## src/rtl/brush_writer.sv

```systemverilog
// brush_writer: paints a square (or, with BRUSH_ROUND_EN defined, a disc) brush
// footprint into a frame buffer around each tracked pen position, and erases the
// whole buffer on request. One frame-buffer write slot per clock; outputs are registered.
// Optional feature macro: BRUSH_ROUND_EN (disc-shaped brush instead of square).
module brush_writer #(
   parameter int H_PIXELS     = 320,
   parameter int V_PIXELS     = 240,
   parameter int BRUSH_RADIUS = 2,
   parameter int ADDR_WIDTH   = 17
) (
   input  logic                  clk_in,
   input  logic                  rst_n_in,
   input  logic                  centroid_valid_in,
   input  logic [8:0]            x_in,
   input  logic [7:0]            y_in,
   input  logic                  pen_down_in,
   input  logic [1:0]            color_in,
   input  logic                  clear_in,
   output logic                  we_out,
   output logic [ADDR_WIDTH-1:0] addr_out,
   output logic [7:0]            data_out,
   output logic                  busy_out
);

   localparam int WinSize    = 2 * BRUSH_RADIUS + 1;
   localparam int NumOffsets = WinSize * WinSize;
   localparam int NumPixels  = H_PIXELS * V_PIXELS;
   localparam logic signed [11:0] OffMin = 12'(-BRUSH_RADIUS);
   localparam logic signed [11:0] OffMax = 12'(BRUSH_RADIUS);
   localparam logic [15:0] PaintLast = 16'(NumOffsets);
   localparam logic [ADDR_WIDTH:0] ClrLast = (ADDR_WIDTH + 1)'(NumPixels);

   typedef enum logic [1:0] {StIdle, StPaint, StClear} state_e;

   state_e                  state_q;
   logic [8:0]              x_q;
   logic [7:0]              y_q;
   logic [1:0]              color_q;
   logic signed [11:0]      dx_q, dy_q;       // offset to be emitted next
   logic [15:0]             paint_cnt_q;      // offsets already emitted
   logic [ADDR_WIDTH:0]     clr_cnt_q;        // next clear address
   logic                    clear_pend_q;
   logic                    we_q, busy_q;
   logic [ADDR_WIDTH-1:0]   addr_q;
   logic [7:0]              data_q;

   logic [8:0]              base_x;
   logic [7:0]              base_y;
   logic [1:0]              base_color;
   logic signed [11:0]      cur_dx, cur_dy, nxt_dx, nxt_dy;
   int                      px, py;
   logic                    in_frame, shape_ok, pix_we;
   logic [ADDR_WIDTH-1:0]   pix_addr;

   // Pixel for the offset emitted on the coming edge; in IDLE it uses the live inputs so
   // the first brush write lands in the cycle right after capture.
   always_comb begin
      if (state_q == StIdle) begin
         base_x     = x_in;
         base_y     = y_in;
         base_color = color_in;
         cur_dx     = OffMin;
         cur_dy     = OffMin;
      end else begin
         base_x     = x_q;
         base_y     = y_q;
         base_color = color_q;
         cur_dx     = dx_q;
         cur_dy     = dy_q;
      end
      px       = int'(base_x) + int'(cur_dx);
      py       = int'(base_y) + int'(cur_dy);
      in_frame = (px >= 0) && (px < H_PIXELS) && (py >= 0) && (py < V_PIXELS);
`ifdef BRUSH_ROUND_EN
      shape_ok = (int'(cur_dx) * int'(cur_dx) + int'(cur_dy) * int'(cur_dy))
                 <= (BRUSH_RADIUS * BRUSH_RADIUS);
`else
      shape_ok = 1'b1;
`endif
      pix_we   = in_frame && shape_ok;
      pix_addr = ADDR_WIDTH'(py * H_PIXELS + px);
      if (cur_dx == OffMax) begin
         nxt_dx = OffMin;
         nxt_dy = cur_dy + 12'sd1;
      end else begin
         nxt_dx = cur_dx + 12'sd1;
         nxt_dy = cur_dy;
      end
   end

   // Control FSM with registered frame-buffer outputs; addr/data only move on a write.
   always_ff @(posedge clk_in or negedge rst_n_in) begin
      if (!rst_n_in) begin
         state_q      <= StIdle;
         x_q          <= '0;
         y_q          <= '0;
         color_q      <= '0;
         dx_q         <= '0;
         dy_q         <= '0;
         paint_cnt_q  <= '0;
         clr_cnt_q    <= '0;
         clear_pend_q <= 1'b0;
         we_q         <= 1'b0;
         busy_q       <= 1'b0;
         addr_q       <= '0;
         data_q       <= '0;
      end else begin
         we_q <= 1'b0;
         unique case (state_q)
            StIdle: begin
               if (clear_in) begin
                  state_q   <= StClear;
                  busy_q    <= 1'b1;
                  we_q      <= 1'b1;
                  addr_q    <= '0;
                  data_q    <= 8'h00;
                  clr_cnt_q <= (ADDR_WIDTH + 1)'(1);
               end else if (centroid_valid_in && pen_down_in) begin
                  state_q     <= StPaint;
                  busy_q      <= 1'b1;
                  x_q         <= x_in;
                  y_q         <= y_in;
                  color_q     <= color_in;
                  we_q        <= pix_we;
                  if (pix_we) begin
                     addr_q <= pix_addr;
                     data_q <= {2'b11, 4'b0000, base_color};
                  end
                  dx_q        <= nxt_dx;
                  dy_q        <= nxt_dy;
                  paint_cnt_q <= 16'd1;
               end
            end
            StPaint: begin
               if (clear_in) clear_pend_q <= 1'b1;
               if (paint_cnt_q == PaintLast) begin
                  if (clear_pend_q || clear_in) begin
                     clear_pend_q <= 1'b0;
                     state_q      <= StClear;
                     we_q         <= 1'b1;
                     addr_q       <= '0;
                     data_q       <= 8'h00;
                     clr_cnt_q    <= (ADDR_WIDTH + 1)'(1);
                  end else begin
                     state_q <= StIdle;
                     busy_q  <= 1'b0;
                  end
               end else begin
                  we_q <= pix_we;
                  if (pix_we) begin
                     addr_q <= pix_addr;
                     data_q <= {2'b11, 4'b0000, base_color};
                  end
                  dx_q        <= nxt_dx;
                  dy_q        <= nxt_dy;
                  paint_cnt_q <= paint_cnt_q + 16'd1;
               end
            end
            StClear: begin
               if (clr_cnt_q == ClrLast) begin
                  state_q <= StIdle;
                  busy_q  <= 1'b0;
               end else begin
                  we_q      <= 1'b1;
                  addr_q    <= clr_cnt_q[ADDR_WIDTH-1:0];
                  data_q    <= 8'h00;
                  clr_cnt_q <= clr_cnt_q + 1'b1;
               end
            end
            default: begin
               state_q <= StIdle;
               busy_q  <= 1'b0;
            end
         endcase
      end
   end

   assign we_out   = we_q;
   assign addr_out = addr_q;
   assign data_out = data_q;
   assign busy_out = busy_q;

endmodule

```

## config.mk

```make
export PLATFORM = sky130hd
export DESIGN_NAME = brush_writer
export DESIGN_NICKNAME = d
export VERILOG_FILES = /design/src/rtl/brush_writer.sv
export SDC_FILE = /design/constraint.sdc
export NUM_CORES = 1
export LEC_CHECK = 0
export ABC_AREA = 0
export CAP_MARGIN = 25
export CORE_MARGIN = 3
export CORE_UTILIZATION = 40
export DETAILED_ROUTE_END_ITERATION = 10
export GPL_TIMING_DRIVEN = 0
export HOLD_SLACK_MARGIN = 0.06
export SLEW_MARGIN = 20
export SYNTH_ARGS = -nofsm -noshare
export SYNTH_HDL_FRONTEND = slang
export SYNTH_SLANG_ARGS = --single-unit
```

## constraint.sdc

```tcl
create_clock -name clk_in -period 10.73 [get_ports clk_in]
set_input_delay 1.073 -clock clk_in [delete_from_list [all_inputs] [get_ports clk_in]]
set_output_delay 1.073 -clock clk_in [all_outputs]
set_load 0.005 [all_outputs]
```

==> Word level (Yosys, flattened, before mapping) <==
Index checks and enable logic that the tools add are counted.
{ "word_totals": {"inputBits": 24, "mem_bits_rw": 0, "memories": 0, "rom_bits": 0, "latch_bits": 0, "regBits": 107, "elab_cells": 115, "out_inout_bits": 27} }
{ "op_classes": {"add_sub_neg": 7, "n_shift": 0, "div": 0, "reduce_logical": 14, "magnitude_cmp": 4, "bitwise": 1, "n_mux": 59, "n_mul": 1, "n_eq_ne": 16} }
{ "op_table": {"columns": ["op", "n"], "rows": [
  ["$mux 12", 10],
  ["$mux 17", 6],
  ["$mux 18", 4],
  ["$mux 8", 7],
  ["$pmux 18 s3", 1],
  ["$pmux 17 s3", 1],
  ["$mux 16", 3],
  ["$pmux 12 s2", 2],
  ["$pmux 16 s2", 1],
  ["$ge 13x1->1 const B", 2],
  ["$add 12x2->12 const B", 2],
  ["$pmux 8 s3", 1],
  ["$add 18x1->18 const B", 1],
  ["$eq 18x17->1 const B", 1],
  ["$add 17x13->17", 1],
  ["$add 16x1->16 const B", 1],
  ["$eq 16x5->1 const B", 1],
  ["$ne 2x2->1 const B", 8],
  ["$add 10x12->13", 1],
  ["$add 9x12->13", 1],
  ["$lt 13x10->1 const B", 1],
  ["$lt 13x9->1 const B", 1],
  ["$mul 13x4->11 const B", 1],
  ["$mux 1", 13],
  ["19 further kinds", 31]
]} }

==> Logic depth before layout (Yosys ltp) <==
{ "depth": {"depth_word": 11, "depth_mapped": 26, "depth_no_buf": 23} }

==> Least setup slack after synthesis <==
Ideal clock, no wire load.
{ "synth_timing": {"kind": "register to register", "startpoint": "register state_q[0]", "endpoint": "register addr_q[16], in the netlist addr_out[16]", "path_buffers": 4, "required_ns": 10.604, "setup_time_ns": 0.126, "setup_slack_ns": 4.864, "path_stages_with_launch": 25, "t_arrival_ns": 5.740, "period_less_slack_ns": 5.866, "cell_sequence": "dfrtp_1 > inv_1 > ha_1 > buf_2 > clkbuf_1 > clkbuf_1 > buf_1 > mux2_2 > ha_1 > a211oi_1 > nor2_1 > nor2_1 > ha_1 > ha_1 > fa_1 > a21o_1 > a21oi_1 > o21bai_1 > a21oi_1 > xnor2_1 > ha_1 > a21o_1 > a31oi_1 > xnor3_1 > a221o_1"} }
{ "synth_between": {"elab_chain_len": 11, "elab_cells_between_ends": 28, "classes_between": "add/sub: 3; mul: 1; order compare: 4; eq/ne: 5; mux: 9; reduce/logical: 6"} }
{ "synth_rtl": {"columns": ["item", "line", "text"], "rows": [
  ["start, declared", "35", "state_e state_q;"],
  ["start signal, assigned", "94", "state_q <= StIdle;"],
  ["start signal, assigned", "112", "state_q <= StClear;"],
  ["start signal, assigned", "119", "state_q <= StPaint;"],
  ["parallel branches: the longest is 11 deep, another holds $add 17x13->17", null, null],
  ["end signal, assigned", "126", "addr_q <= pix_addr;"],
  ["end signal, assigned", "151", "addr_q <= pix_addr;"],
  ["end signal, assigned", "165", "addr_q <= clr_cnt_q[ADDR_WIDTH-1:0];"],
  ["end, declared", "44", "logic [ADDR_WIDTH-1:0] addr_q;"]
]} }
Several ways; the timed one is not identified. The select of a mux whose other input is x is not followed.
A chain may end at the register's enable or synchronous reset.

==> Worst setup path after layout <==
Ends and elaborated chain as after synthesis.

==> metrics.md <==
| Metric | Value |
|---|---|
| Status | `finished, final reports clean` |
| Fin Hold WS | `0.4974 ns` |
| Relative max-transition margin | `47.67%` |
| Hpwl dp | `13,960 um` |
| Worst Hold Class | `reg2reg` |
| Vias in the first global route | `5,995` |
| Area of the multi-input gates | `4521 um^2` |
| Ordered list of cells on the worst path | `inv_1 > ha_1 > buf_2 > clkbuf_1 > clkbuf_1 > buf_1 > mux2_2 > ha_1 > a211oi_1 > o21ai_0 > a211oi_1 > ha_1 > ha_1 > a21o_1 > a21oi_1 > o21bai_1 > a21oi_1 > xnor2_1 > ha_1 > a21o_1 > a31oi_1 > xnor3_1 > a221o_1` |
| Critical path's slowest cell | `clkbuf_1` |
| F_max | `138.4 MHz` |
| H-tree Lvls | `3` |
| Layout net count | `940` |
| Max stage delay on crit path | `0.56 ns` |
| CP max FO | `10` |
| Initial Utilization | `41.09%` |
| Detailed Route WL | `18,830 um` |
| Area share of the largest cell type after synthesis | `36.03%` |
| Largest net degree at the start of global routing | `76` |
| Synth top area cells | `dfrtp_1 36%, ha_1 8.4%, mux2_2 6.4%` |
| Placed Area | `8238 um^2` |
| Crit path launch | `state_q[0]$_DFFE_PN0P_` |
| Syn Inst Count | `801` |
| Clock latency on the worst-skew pair | `0.36 ns` |
| Ratio of final minimum period to clock period | `67.32%` |
| Global-route wire length before repair | `31,130 um` |
| Post-CTS sizing | `0` |
| Antenna-violating nets left | `0` |
| Vias | `6,133` |
| Setup TNS | `0 ns` |
| DR iter-0 viols | `382` |
| CTS tree | `yes` |
| Total gr overflow | `0` |
| Final setup fails | `0` |
| Layout area overhead | `14.43%` |
| Post-layout minimum cycle time | `7.223 ns` |
| R2r worst-path depth | `23` |
| Synth warn | `0` |
| IO Pins | `51` |
| Worst Hold End | `data_out[7]$_DFFE_PN0P_` |
| Critical path type | `reg2reg` |
| Hold Crit Start | `data_out[7]$_DFFE_PN0P_` |
| Clock sinks | `107` |
| GRT Total Usage | `19.22%` |
| CTS Hold Buffers Added | `0` |
| Gpl congestion | `0.8810` |
| Storage element area | `2678 um^2` |
| Synthesized Nets | `879` |
| Core box area | `18,090 um^2` |
| Die Width | `142.3 um` |
| Filler cells | `1,720` |
| Die Footprint | `20,250 um^2` |
| Max-cap violations | `0` |
| Post-Syn Area | `7432 um^2` |
| Delay-heaviest family, CP | `compound AO/OA/AOI/OAI gates` |
| EDFF count, synth | `0` |
| Rows | `49` |
| Fin. Hold Viols | `0` |
| Worst Skew | `0.007449 ns` |
| Arr. time, crit path | `7.46 ns` |
| Initial antenna violation count | `0` |
| Fin. max-slew vios | `0` |
| Crit path required time | `10.97 ns` |
| Root Buffer Master | `clkbuf_16` |
| DR vias/cell | `5.601` |
| Seq/Total Area, Yosys | `36.03%` |
| Reg2reg start | `state_q[0]$_DFFE_PN0P_` |
| RSZ-0062 raised after global routing | `false` |
| Reg2Reg Setup Slack | `3.51 ns` |
| Final Instance Area | `8504 um^2` |
| Mean Syn Cell Area | `9.279 um^2` |
| Worst Hold Depth | `1` |
| Leading area contributor after synthesis | `dfrtp_1` |
| Register bit total from synthesis | `107` |
| Synth top cells by count | `107 x dfrtp_1, 81 x nor2_1, 59 x a21oi_1` |
| Setup bufs post-CTS | `0` |
| Clock Tree Buf Depth | `2` |
| CP bufs+invs | `5` |
| Top-count cell post-synth | `dfrtp_1` |
| CTS buffer count | `9` |
| Die Y | `142.3 um` |
| Residual DRC count | `0` |
| Setup crit start kind | `flip-flop` |
| Layout cells sized above 1 | `10.97%` |
| First-pass DRT Iterations | `4` |
| Synth Flop Type | `dfrtp_1` |
| Crit Reg-Reg Endpoint | `addr_out[16]$_DFFE_PN0P_` |
| Port Buffers | `49` |
| ANT cells | `0` |
| Worst-margin pin slew | `0.7849 ns` |
| Critical path capture point type | `flip-flop` |
| Avg WL per Cell | `17.20 um` |
| Crit path top cell by count | `ha_1` |
| FFs w/ async S/R, synth | `100.0%` |
| Clock transition at path regs | `0.07 ns` |
| Synth cell types | `71` |
cell families (layout without fill, tap and decap cells):
group	count (synthesis)	after routing	synth area share, %
fa+ha+maj	54	54	9.495
simple gates	292	292	20.54
xor+xnor	59	59	7.138
buf+inv	55	120	3.148
mux	44	44	6.633
flops	107	107	36.03
compound gates	190	190	17.02
how the worst max path moves through the flow:
stage / to / slack (ns) / depth (start not counted)
2_1_floorplan: addr_out[16]$_DFFE_PN0P_ / 4.86 / 24
3_3_place_gp: addr_out[15]$_DFFE_PN0P_ / 3.59 / 23
5_1_grt: addr_out[15]$_DFFE_PN0P_ / 3.05 / 24
3_5_place_dp: addr_out[15]$_DFFE_PN0P_ / 3.52 / 24
4_1_cts: addr_out[16]$_DFFE_PN0P_ / 3.48 / 24
6_report: addr_out[16]$_DFFE_PN0P_ / 3.51 / 23
metal layers:
metal	part of all wire, %	up-vias	track usage [%]
li1	-	3031	-
met1	49	2950	27.94
met2	44	123	29.09
met3	3.2	29	2.319
met4	2.9	0	7.954
met5	0	-	0
registers in the layout, indices dropped and copies added (netlist names):
name          count
addr_out         17
busy_out          1
clear_pend_q      1
clr_cnt_q        18
color_q           2
data_out          8
dx_q             12
dy_q             12
paint_cnt_q      16
state_q           2
we_out            1
x_q               9
y_q               8
per-stage QoR:
step / cells / setup WS (ns) / utilization, %
floorplan: 801 / 4.864 / -
global placement: 1079 / 3.591 / 45.39
detailed placement: 1080 / 3.515 / 45.55
CTS: 1095 / 3.484 / 47.02
global route: 1095 / 3.050 / 47.02
finish: 1095 / 3.507 / 47.02
cell type report:
cell class	count	share of cell area, %
repair buffers	50	6.106
well taps	229	3.369
inverters	24	1.059
plain buffers	31	1.692
clock buffers	10	2.692
multi-input cells	639	53.16
clock inverters	5	0.4414
flip-flops and latches	107	31.48
placed cells by master (no fill, tap or decap), types with 4 or more instances in the layout:
cell / instances
a211oi_1: 6
a21o_1: 11
a21oi_1: 59
a221o_1: 17
a31oi_1: 6
a32oi_1: 4
and2_0: 13
and2_1: 8
and3_1: 18
buf_1: 4
buf_2: 4
clkbuf_1: 20
clkbuf_16: 9
clkdlybuf4s50_1: 48
dfrtp_1: 107
fa_1: 4
ha_1: 50
inv_1: 24
mux2_2: 42
nand2_1: 56
nand3_1: 25
nand4_1: 11
nor2_1: 81
nor2b_1: 6
nor3_1: 18
nor4_1: 5
nor4b_1: 4
o21a_1: 7
o21ai_0: 40
o21bai_1: 4
o22a_1: 4
o31ai_1: 5
or2_2: 15
or3_1: 12
xnor2_1: 26
xor2_1: 32
Power is left out: the tool's default activity adds up to more than one toggle a clock period on the data nets, which glitch-free logic cannot reach.
